`src/rtl/id_ex_stage.sv`:
```
// ID/EX pipeline register: holds one decoded instruction, forwards results from
// EX/MEM and MEM/WB, stalls on load-use hazards and counts stall cycles.
module id_ex_stage #(
  parameter int unsigned XLEN  = 32,
  parameter int unsigned RA_W  = 5,
  parameter int unsigned CNT_W = 16
) (
  input  logic             clk,
  input  logic             rst,
  input  logic             in_valid,
  output logic             in_ready,
  input  logic [XLEN-1:0]  in_pc,
  input  logic [RA_W-1:0]  in_rs1_addr,
  input  logic [RA_W-1:0]  in_rs2_addr,
  input  logic [XLEN-1:0]  in_rs1_data,
  input  logic [XLEN-1:0]  in_rs2_data,
  input  logic [XLEN-1:0]  in_imm,
  input  logic             in_use_imm,
  input  logic [2:0]       in_alu_op,
  input  logic [RA_W-1:0]  in_rd_addr,
  input  logic             in_reg_write,
  input  logic             in_mem_read,
  input  logic             flush,
  input  logic             exm_reg_write,
  input  logic             exm_mem_read,
  input  logic [RA_W-1:0]  exm_rd_addr,
  input  logic [XLEN-1:0]  exm_result,
  input  logic             wb_reg_write,
  input  logic [RA_W-1:0]  wb_rd_addr,
  input  logic [XLEN-1:0]  wb_data,
  output logic             out_valid,
  input  logic             out_ready,
  output logic [XLEN-1:0]  operand1,
  output logic [XLEN-1:0]  operand2,
  output logic [2:0]       alu_op,
  output logic [XLEN-1:0]  out_store_data,
  output logic [XLEN-1:0]  out_pc,
  output logic [RA_W-1:0]  out_rd_addr,
  output logic             out_reg_write,
  output logic             out_mem_read,
  output logic [CNT_W-1:0] stall_cnt
);

  logic             r_valid;
  logic [XLEN-1:0]  r_pc;
  logic [RA_W-1:0]  r_rs1_addr;
  logic [RA_W-1:0]  r_rs2_addr;
  logic [XLEN-1:0]  r_rs1_data;
  logic [XLEN-1:0]  r_rs2_data;
  logic [XLEN-1:0]  r_imm;
  logic             r_use_imm;
  logic [2:0]       r_alu_op;
  logic [RA_W-1:0]  r_rd_addr;
  logic             r_reg_write;
  logic             r_mem_read;
  logic [CNT_W-1:0] r_stall_cnt;

  logic [XLEN-1:0]  w_fwd_rs1;
  logic [XLEN-1:0]  w_fwd_rs2;
  logic             w_load_use;
  logic             w_fire;
  logic             w_accept;

  // rs1 forwarding; a load in EX/MEM has no data yet, so it is never a source
  always_comb begin
    w_fwd_rs1 = r_rs1_data;
    if (r_rs1_addr == '0) begin
      w_fwd_rs1 = '0;
    end else if (exm_reg_write && !exm_mem_read && exm_rd_addr == r_rs1_addr) begin
      w_fwd_rs1 = exm_result;
    end else if (wb_reg_write && wb_rd_addr == r_rs1_addr) begin
      w_fwd_rs1 = wb_data;
    end
  end

  // rs2 forwarding, same priority as rs1
  always_comb begin
    w_fwd_rs2 = r_rs2_data;
    if (r_rs2_addr == '0) begin
      w_fwd_rs2 = '0;
    end else if (exm_reg_write && !exm_mem_read && exm_rd_addr == r_rs2_addr) begin
      w_fwd_rs2 = exm_result;
    end else if (wb_reg_write && wb_rd_addr == r_rs2_addr) begin
      w_fwd_rs2 = wb_data;
    end
  end

  // Hazard detection, handshake and output selection
  always_comb begin
    // rs2 is checked even for immediate ops since it also feeds store data
    w_load_use = r_valid && exm_reg_write && exm_mem_read && (exm_rd_addr != '0) &&
                 ((exm_rd_addr == r_rs1_addr) || (exm_rd_addr == r_rs2_addr));
    out_valid  = r_valid && !w_load_use;
    w_fire     = out_valid && out_ready;
    in_ready   = !r_valid || w_fire;
    w_accept   = in_valid && in_ready;
  end

  assign operand1       = w_fwd_rs1;
  assign operand2       = r_use_imm ? r_imm : w_fwd_rs2;
  assign out_store_data = w_fwd_rs2;
  assign alu_op         = r_alu_op;
  assign out_pc         = r_pc;
  assign out_rd_addr    = r_rd_addr;
  assign out_reg_write  = r_reg_write;
  assign out_mem_read   = r_mem_read;
  assign stall_cnt      = r_stall_cnt;

  // Pipeline entry: reset, flush, capture, drain, or refresh sources while held
  always_ff @(posedge clk) begin
    if (rst) begin
      r_valid     <= 1'b0;
      r_pc        <= '0;
      r_rs1_addr  <= '0;
      r_rs2_addr  <= '0;
      r_rs1_data  <= '0;
      r_rs2_data  <= '0;
      r_imm       <= '0;
      r_use_imm   <= 1'b0;
      r_alu_op    <= '0;
      r_rd_addr   <= '0;
      r_reg_write <= 1'b0;
      r_mem_read  <= 1'b0;
    end else if (flush) begin
      r_valid <= 1'b0;
    end else if (w_accept) begin
      r_valid     <= 1'b1;
      r_pc        <= in_pc;
      r_rs1_addr  <= in_rs1_addr;
      r_rs2_addr  <= in_rs2_addr;
      r_rs1_data  <= in_rs1_data;
      r_rs2_data  <= in_rs2_data;
      r_imm       <= in_imm;
      r_use_imm   <= in_use_imm;
      r_alu_op    <= in_alu_op;
      r_rd_addr   <= in_rd_addr;
      r_reg_write <= in_reg_write;
      r_mem_read  <= in_mem_read;
    end else if (w_fire) begin
      r_valid <= 1'b0;
    end else if (r_valid) begin
      // Latch forwarded values so a producer retiring mid-stall is not lost
      r_rs1_data <= w_fwd_rs1;
      r_rs2_data <= w_fwd_rs2;
    end
  end

  // Saturating load-use stall counter
  always_ff @(posedge clk) begin
    if (rst) begin
      r_stall_cnt <= '0;
    end else if (w_load_use && !flush && (r_stall_cnt != '1)) begin
      r_stall_cnt <= r_stall_cnt + CNT_W'(1);
    end
  end

endmodule

```
`config.mk`:
```
export PLATFORM = sky130hd
export DESIGN_NAME = id_ex_stage
export DESIGN_NICKNAME = d
export VERILOG_FILES = /design/src/rtl/id_ex_stage.sv
export SDC_FILE = /design/constraint.sdc
export NUM_CORES = 1
export LEC_CHECK = 0
export ABC_AREA = 1
export BUFFER_PORTS_ARGS = -buffer_cell sky130_fd_sc_hd__clkbuf_2
export CAP_MARGIN = 40
export CORE_MARGIN = 5
export CORE_UTILIZATION = 52
export CTS_CLUSTER_DIAMETER = 200
export DETAILED_ROUTE_END_ITERATION = 8
export PLACE_DENSITY = 0.93
export SLEW_MARGIN = 10
export SYNTH_ARGS = -nofsm -noshare
export SYNTH_HDL_FRONTEND = slang
export SYNTH_SLANG_ARGS = --single-unit
```
`constraint.sdc`:
```
create_clock -name clk -period 2.3 [get_ports clk]
set_input_delay 0 -clock clk [delete_from_list [all_inputs] [get_ports clk]]
set_output_delay 0 -clock clk [all_outputs]
set_load 0.01 [all_outputs]
```
Yosys cells after proc, flatten, opt, wreduce, memory -nomap -nowiden:

Cells that the tools add are included.
Widths: inputs -> output; s select.

* add/subtract/negate cells: 1
* reductions and logical operators: 28
* multiply operators: 0
* bitwise logic cells: 1
* shift operators: 0
* $lt $le $gt $ge: 0
* muxes and demuxes: 15
* equal/unequal tests: 6
* divide/modulo/power cells: 0

Operators with widths (number)
* $mux 32: 13
* $eq 5x5->1: 4
* $add 16x1->16 const B: 1
* $ne 16x16->1 const B: 1
* $logic_and 1x1->1: 14
* $logic_not 5->1: 2
* $reduce_bool 5->1: 1
* $logic_not 1->1: 4
* $reduce_bool 2->1: 2
* $reduce_and 3->1: 1
* $logic_or 1x1->1: 2
* $mux 1: 2
* $ne 2x1->1 const B: 1
* $reduce_and 2->1: 1
* $reduce_or 2->1: 1
* $not 1->1: 1

* bits in read-only memories: 0
* memories: 0
* register bits: 166
* bits in writable memories: 0
* input bits: 231
* bits in latches: 0
* output and inout port bits: 156

Logic depth before layout (Yosys ltp):

* word-level depth: 11
* mapped depth: 17

Worst setup path before layout:

Ideal clock, no wire load.

* kind: register to register
* start point: reg r_stall_cnt[0] (netlist: stall_cnt[0])
* end point: reg r_stall_cnt[2] (netlist: stall_cnt[2])
* library setup time: 117 ps
* clock period less this slack: 1835 ps
* data arrival time: 1718 ps
* required time: 2183 ps
* cell stages (with the launch flop): 12
* path slack: 465 ps
* cells stage by stage: dfxtp_1 ha_1 nand2_1 inv_1 nand2_1 nor2_1 nand3_1 o21ai_2 inv_1 buf_2 a21oi_1 nor2_1

* word-level cells in the longest chain between the ends: 2
* elaborated cells between the ends (all ways): 3

Ends and longest elaborated chain
* from (decl): RTL line 56 `logic [CNT_W-1:0] r_stall_cnt;`
* from (signal assigned): RTL line 153 `r_stall_cnt <= r_stall_cnt + CNT_W'(1);`
* parallel branches: the longest is 2 deep, another holds $add 16x1->16

Parallel ways; which one is timed is not known.
A chain may end at the register's enable or synchronous reset.

Final worst setup path:

* start point: reg r_rs2_addr[4]
* end point: out operand2[19]

* word-level cells in the longest chain between the ends: 6
* elaborated cells between the ends (all ways): 9

Ends and longest elaborated chain
* from (decl): RTL line 47 `logic [RA_W-1:0] r_rs2_addr;`
* from (signal assigned): RTL line 130 `r_rs2_addr <= in_rs2_addr;`
* $eq 5x5->1: RTL line 83 `end else if (wb_reg_write && wb_rd_addr == r_rs2_addr) begin`
* $logic_and 1x1->1: RTL line 83
* $mux 32: RTL line 83
* $mux 32: RTL line 81 `end else if (exm_reg_write && !exm_mem_read && exm_rd_addr == r_rs2_addr) begin`
* $mux 32 (*): RTL line 79 `if (r_rs2_addr == '0) begin`
* $mux 32 (*): RTL line 100 `assign operand2 = r_use_imm ? r_imm : w_fwd_rs2;`
* to (decl): RTL line 34 `output logic [XLEN-1:0] operand2,`

Every way passes the cells marked *; elsewhere a longest branch is shown, timed or not.

==> summary.txt <==
STA
  – Slew @ Worst Pin: around 560 ps
  – Worst Hold Slack: 25.8 ps
  – Fmax: 0.442 GHz
  – Final setup fails: 0
  – Final cycle utilization of the critical path: between 90% and 100%
  – Fin worst setup slack: 37.9 ps
  – Max Slew Vio Count: 0
  – Normalized max-slew margin: 62.5%
  – Final hold vios: 0
  – Layout Skew: about 12 ps
  – Final Critical Period: 2260 ps

CTS
  – Inserted Clock Buffers: 17
  – H-tree depth: 4
  – CTS sink cnt: 166
  – Root Buffer: clkbuf_16
  – Clock Path Buffers: 2
  – CTS tree: built
  – Clock transition at the registers of the reported paths: 70 ps
  – Clock Latency Late Sink: 440 ps

Placement
  – I/O Buffers: 386
  – Place WS: between 200 and 300 ps
  – Final GP Congestion: 0.990
  – HPWL Detailed: between 30,000 and 40,000 um

Final layout
  – Layout Nets: 2,819
  – Synth-to-layout area growth: 37.7%
  – Most frequent cells in the layout: nand2_1, inv_1, clkbuf_2
  – Fill count: 1,766
  – Share of cells above drive strength 1: approximately a fifth
  – Post-Route Utilization: 73.1%
  – Commonest non-fill, non-tap cell in the layout: nand2_1

Detailed routing
  – Vias post-DR: 15,200
  – Routed len/inst: 17.1 um
  – Vias/cell: 5.29
  – Drt drc: 0
  – Drt total wl: 49,400 um
  – Pre-antenna DRT Iters: 6
  – Initial drt markers: 1,991
  – ANT nets after route: 0

Critical path
  – CP Launch Type: flop
  – Path type of the worst setup path: flop to primary output
  – CP Capture Type: primary output
  – Crit path max fanout: 12
  – CP Cell Sequence: inv_2 > nand2_1 > nand2_1 > nor2_2 > nand3_2 > inv_2 > nand2_4 > clkbuf_16 > nand3_1 > nand2_1 > o21ai_0 > clkbuf_2
  – Critical Path AT: 2260 ps
  – Worst EP required: 2300 ps
  – CP max stage cell: dfxtp_2
  – Crit-path max cell delay: between 300 and 400 ps
  – Crit path top cell by count: nand2_1

Synthesis
  – Avg Synthesized Cell Area: 5.51 um2
  – Mapped Nets: 2,346
  – Share of the synthesized area in the top cell type: 28.5%
  – Register area share after synthesis: 28.5%
  – Gate Count Post-Synth: 2,114
  – Cell taking the most area after synthesis: dfxtp_1
  – FF+latch count, synth: 166
  – Unique masters post-synth: 29
  – Syn Std Cell Area: ~12,000 um2
  – Syn. warnings: 0
  – Synth area leaders: dfxtp_1, nand2_1, inv_1

GRT
  – Grt total ovfl: 0
  – Initial antenna violation count: 8
  – Vias in the first global route: about 15,000
  – First-pass GRT wire length: about 76,000 um
  – Largest net degree at the start of global routing: 86
  – Gr usage total: between 30% and 40%

Floorplanning
  – Initial Util: 53.1%
  – Core box area: between 20,000 and 25,000 um2
  – # IOs: 387
  – Row count: 54
  – Die width: 160 um
  – Die area: 25,500 um2
  – Die Height: ~160 um

Flow run
  – MaxCap Viol Count: 0

Pwr
  – Leak Pwr: 9.44 nW
  – Seq pwr share: 37.4%
  – VDD IR max: roughly 550 uV
  – Clock power frac: 33.4%
  – Combinational Power Share: ~30%
  – Sw Share: 35.5%
  – Design Power: around 0.0085 W
  – Power per cell area: 530 nW/um2
  – Internal: approximately 0.0055 W
  – P_sw: 0.00302 W

Min path
  – Hold/Removal Path Class: input port to flop

Outcome
  – Status: completed
[what timing repair did]
| action | in CTS | in global routing |
|---|---|---|
| buffers inserted | 0 | 3 |
| gates resized for setup | 9 | 67 |
| hold buffers | 149 | 0 |
| endpoints found under the hold margin | 160 | 0 |
| setup endpoints to repair | 19 | 81 |
| gates cloned | 0 | 4 |
| pin swaps | 0 | 4 |
[kinds of logic (layout without fill, tap and decap cells)]
logic type,after synthesis,count (layout),share of synthesized area [%]
simple gates,1232,1232,45.1
buf+inv,605,1091,21.0
flops,166,166,28.5
compound gates,96,96,4.27
xor+xnor,14,14,1.05
fa+ha+maj,1,1,0.107
other cells,0,3,0
[worst paths after layout]
check	startpoint	end	slack, ps	cells after the start
max reg2reg	r_rs2_addr[4]$_SDFFE_PP0P_	out_pc[15]$_SDFFE_PP0P_	80	17
min	in_rs1_data[0]	r_rs1_data[0]$_SDFFE_PP0P_	30	5
min reg2reg	stall_cnt[15]$_SDFFE_PP0P_	stall_cnt[15]$_SDFFE_PP0P_	490	2
max	r_rs2_addr[4]$_SDFFE_PP0P_	operand2[19]	40	12
[registers in the layout (all words and copies together) (netlist names)]
name           cells
alu_op             3
out_mem_read       1
out_pc            32
out_rd_addr        5
out_reg_write      1
r_imm             32
r_rs1_addr         5
r_rs1_data        32
r_rs2_addr         5
r_rs2_data        32
r_use_imm          1
r_valid            1
stall_cnt         16
[final cells by class]
cell class	instances	area, um2	share of cell area, %
diodes	3	7.51	0.0468
clock buffers	19	443	2.76
clock inverters	13	129	0.803
inverters	481	1820	11.3
multi-input cells	1343	6000	37.4
flip-flops and latches	166	3330	20.7
well taps	280	350	2.18
repair buffers	577	3970	24.7
repair inverters	1	7.51	0.0468
[critical path: cells and delay by family (launching register included)]
kind	cells	cell delay [ps]
simple gates	7	670
buf+inv	4	570
flops	1	370
compound gates	1	230
[cells in the mapped netlist (all sizes together)]
master	number
nand3b	37
xnor2	5
buf	53
nand3	206
dfxtp	166
a21oi	52
inv	479
nor2	239
ha	1
o22ai	2
nor3	4
clkbuf	71
xor2	9
nand4	68
nor4b	1
o21ai	42
nand2	675
nor4	2
clkinv	2
[metrics by stage]
| step | instance area [um2] | std cells | TNS (ps) |
|---|---|---|---|
| after CTS | 15800 | 2873 | 0 |
| final | 16100 | 2883 | 0 |
| after detailed placement | 13700 | 2692 | 0 |
| after global routing | 16100 | 2882 | -346 |
| after floorplan | 11700 | 2114 | 0 |
| after global placement | 13700 | 2691 | 0 |
[power groups by stage]
| stage | Sequential [W] | Clock, W | Combinational (W) |
|---|---|---|---|
| after CTS | 0.00317 | 0.00288 | 0.00233 |
| after floorplan | 0.00324 | 0 | 0.00131 |
| after global routing | 0.00320 | 0.00299 | 0.00270 |
| after detailed placement | 0.00324 | 0 | 0.00211 |
| final | 0.00318 | 0.00284 | 0.00248 |
| after global placement | 0.00324 | 0 | 0.00205 |
[layer usage]
metal	up-vias	part of all wire [%]	track usage, %
li1	7216	-	-
met2	998	48	63.0
met3	243	10	10.7
met5	-	0.17	0
met4	12	5.5	18.3
met1	6769	36	41.6
No activity file was read; power rests on OpenSTA's default activity.
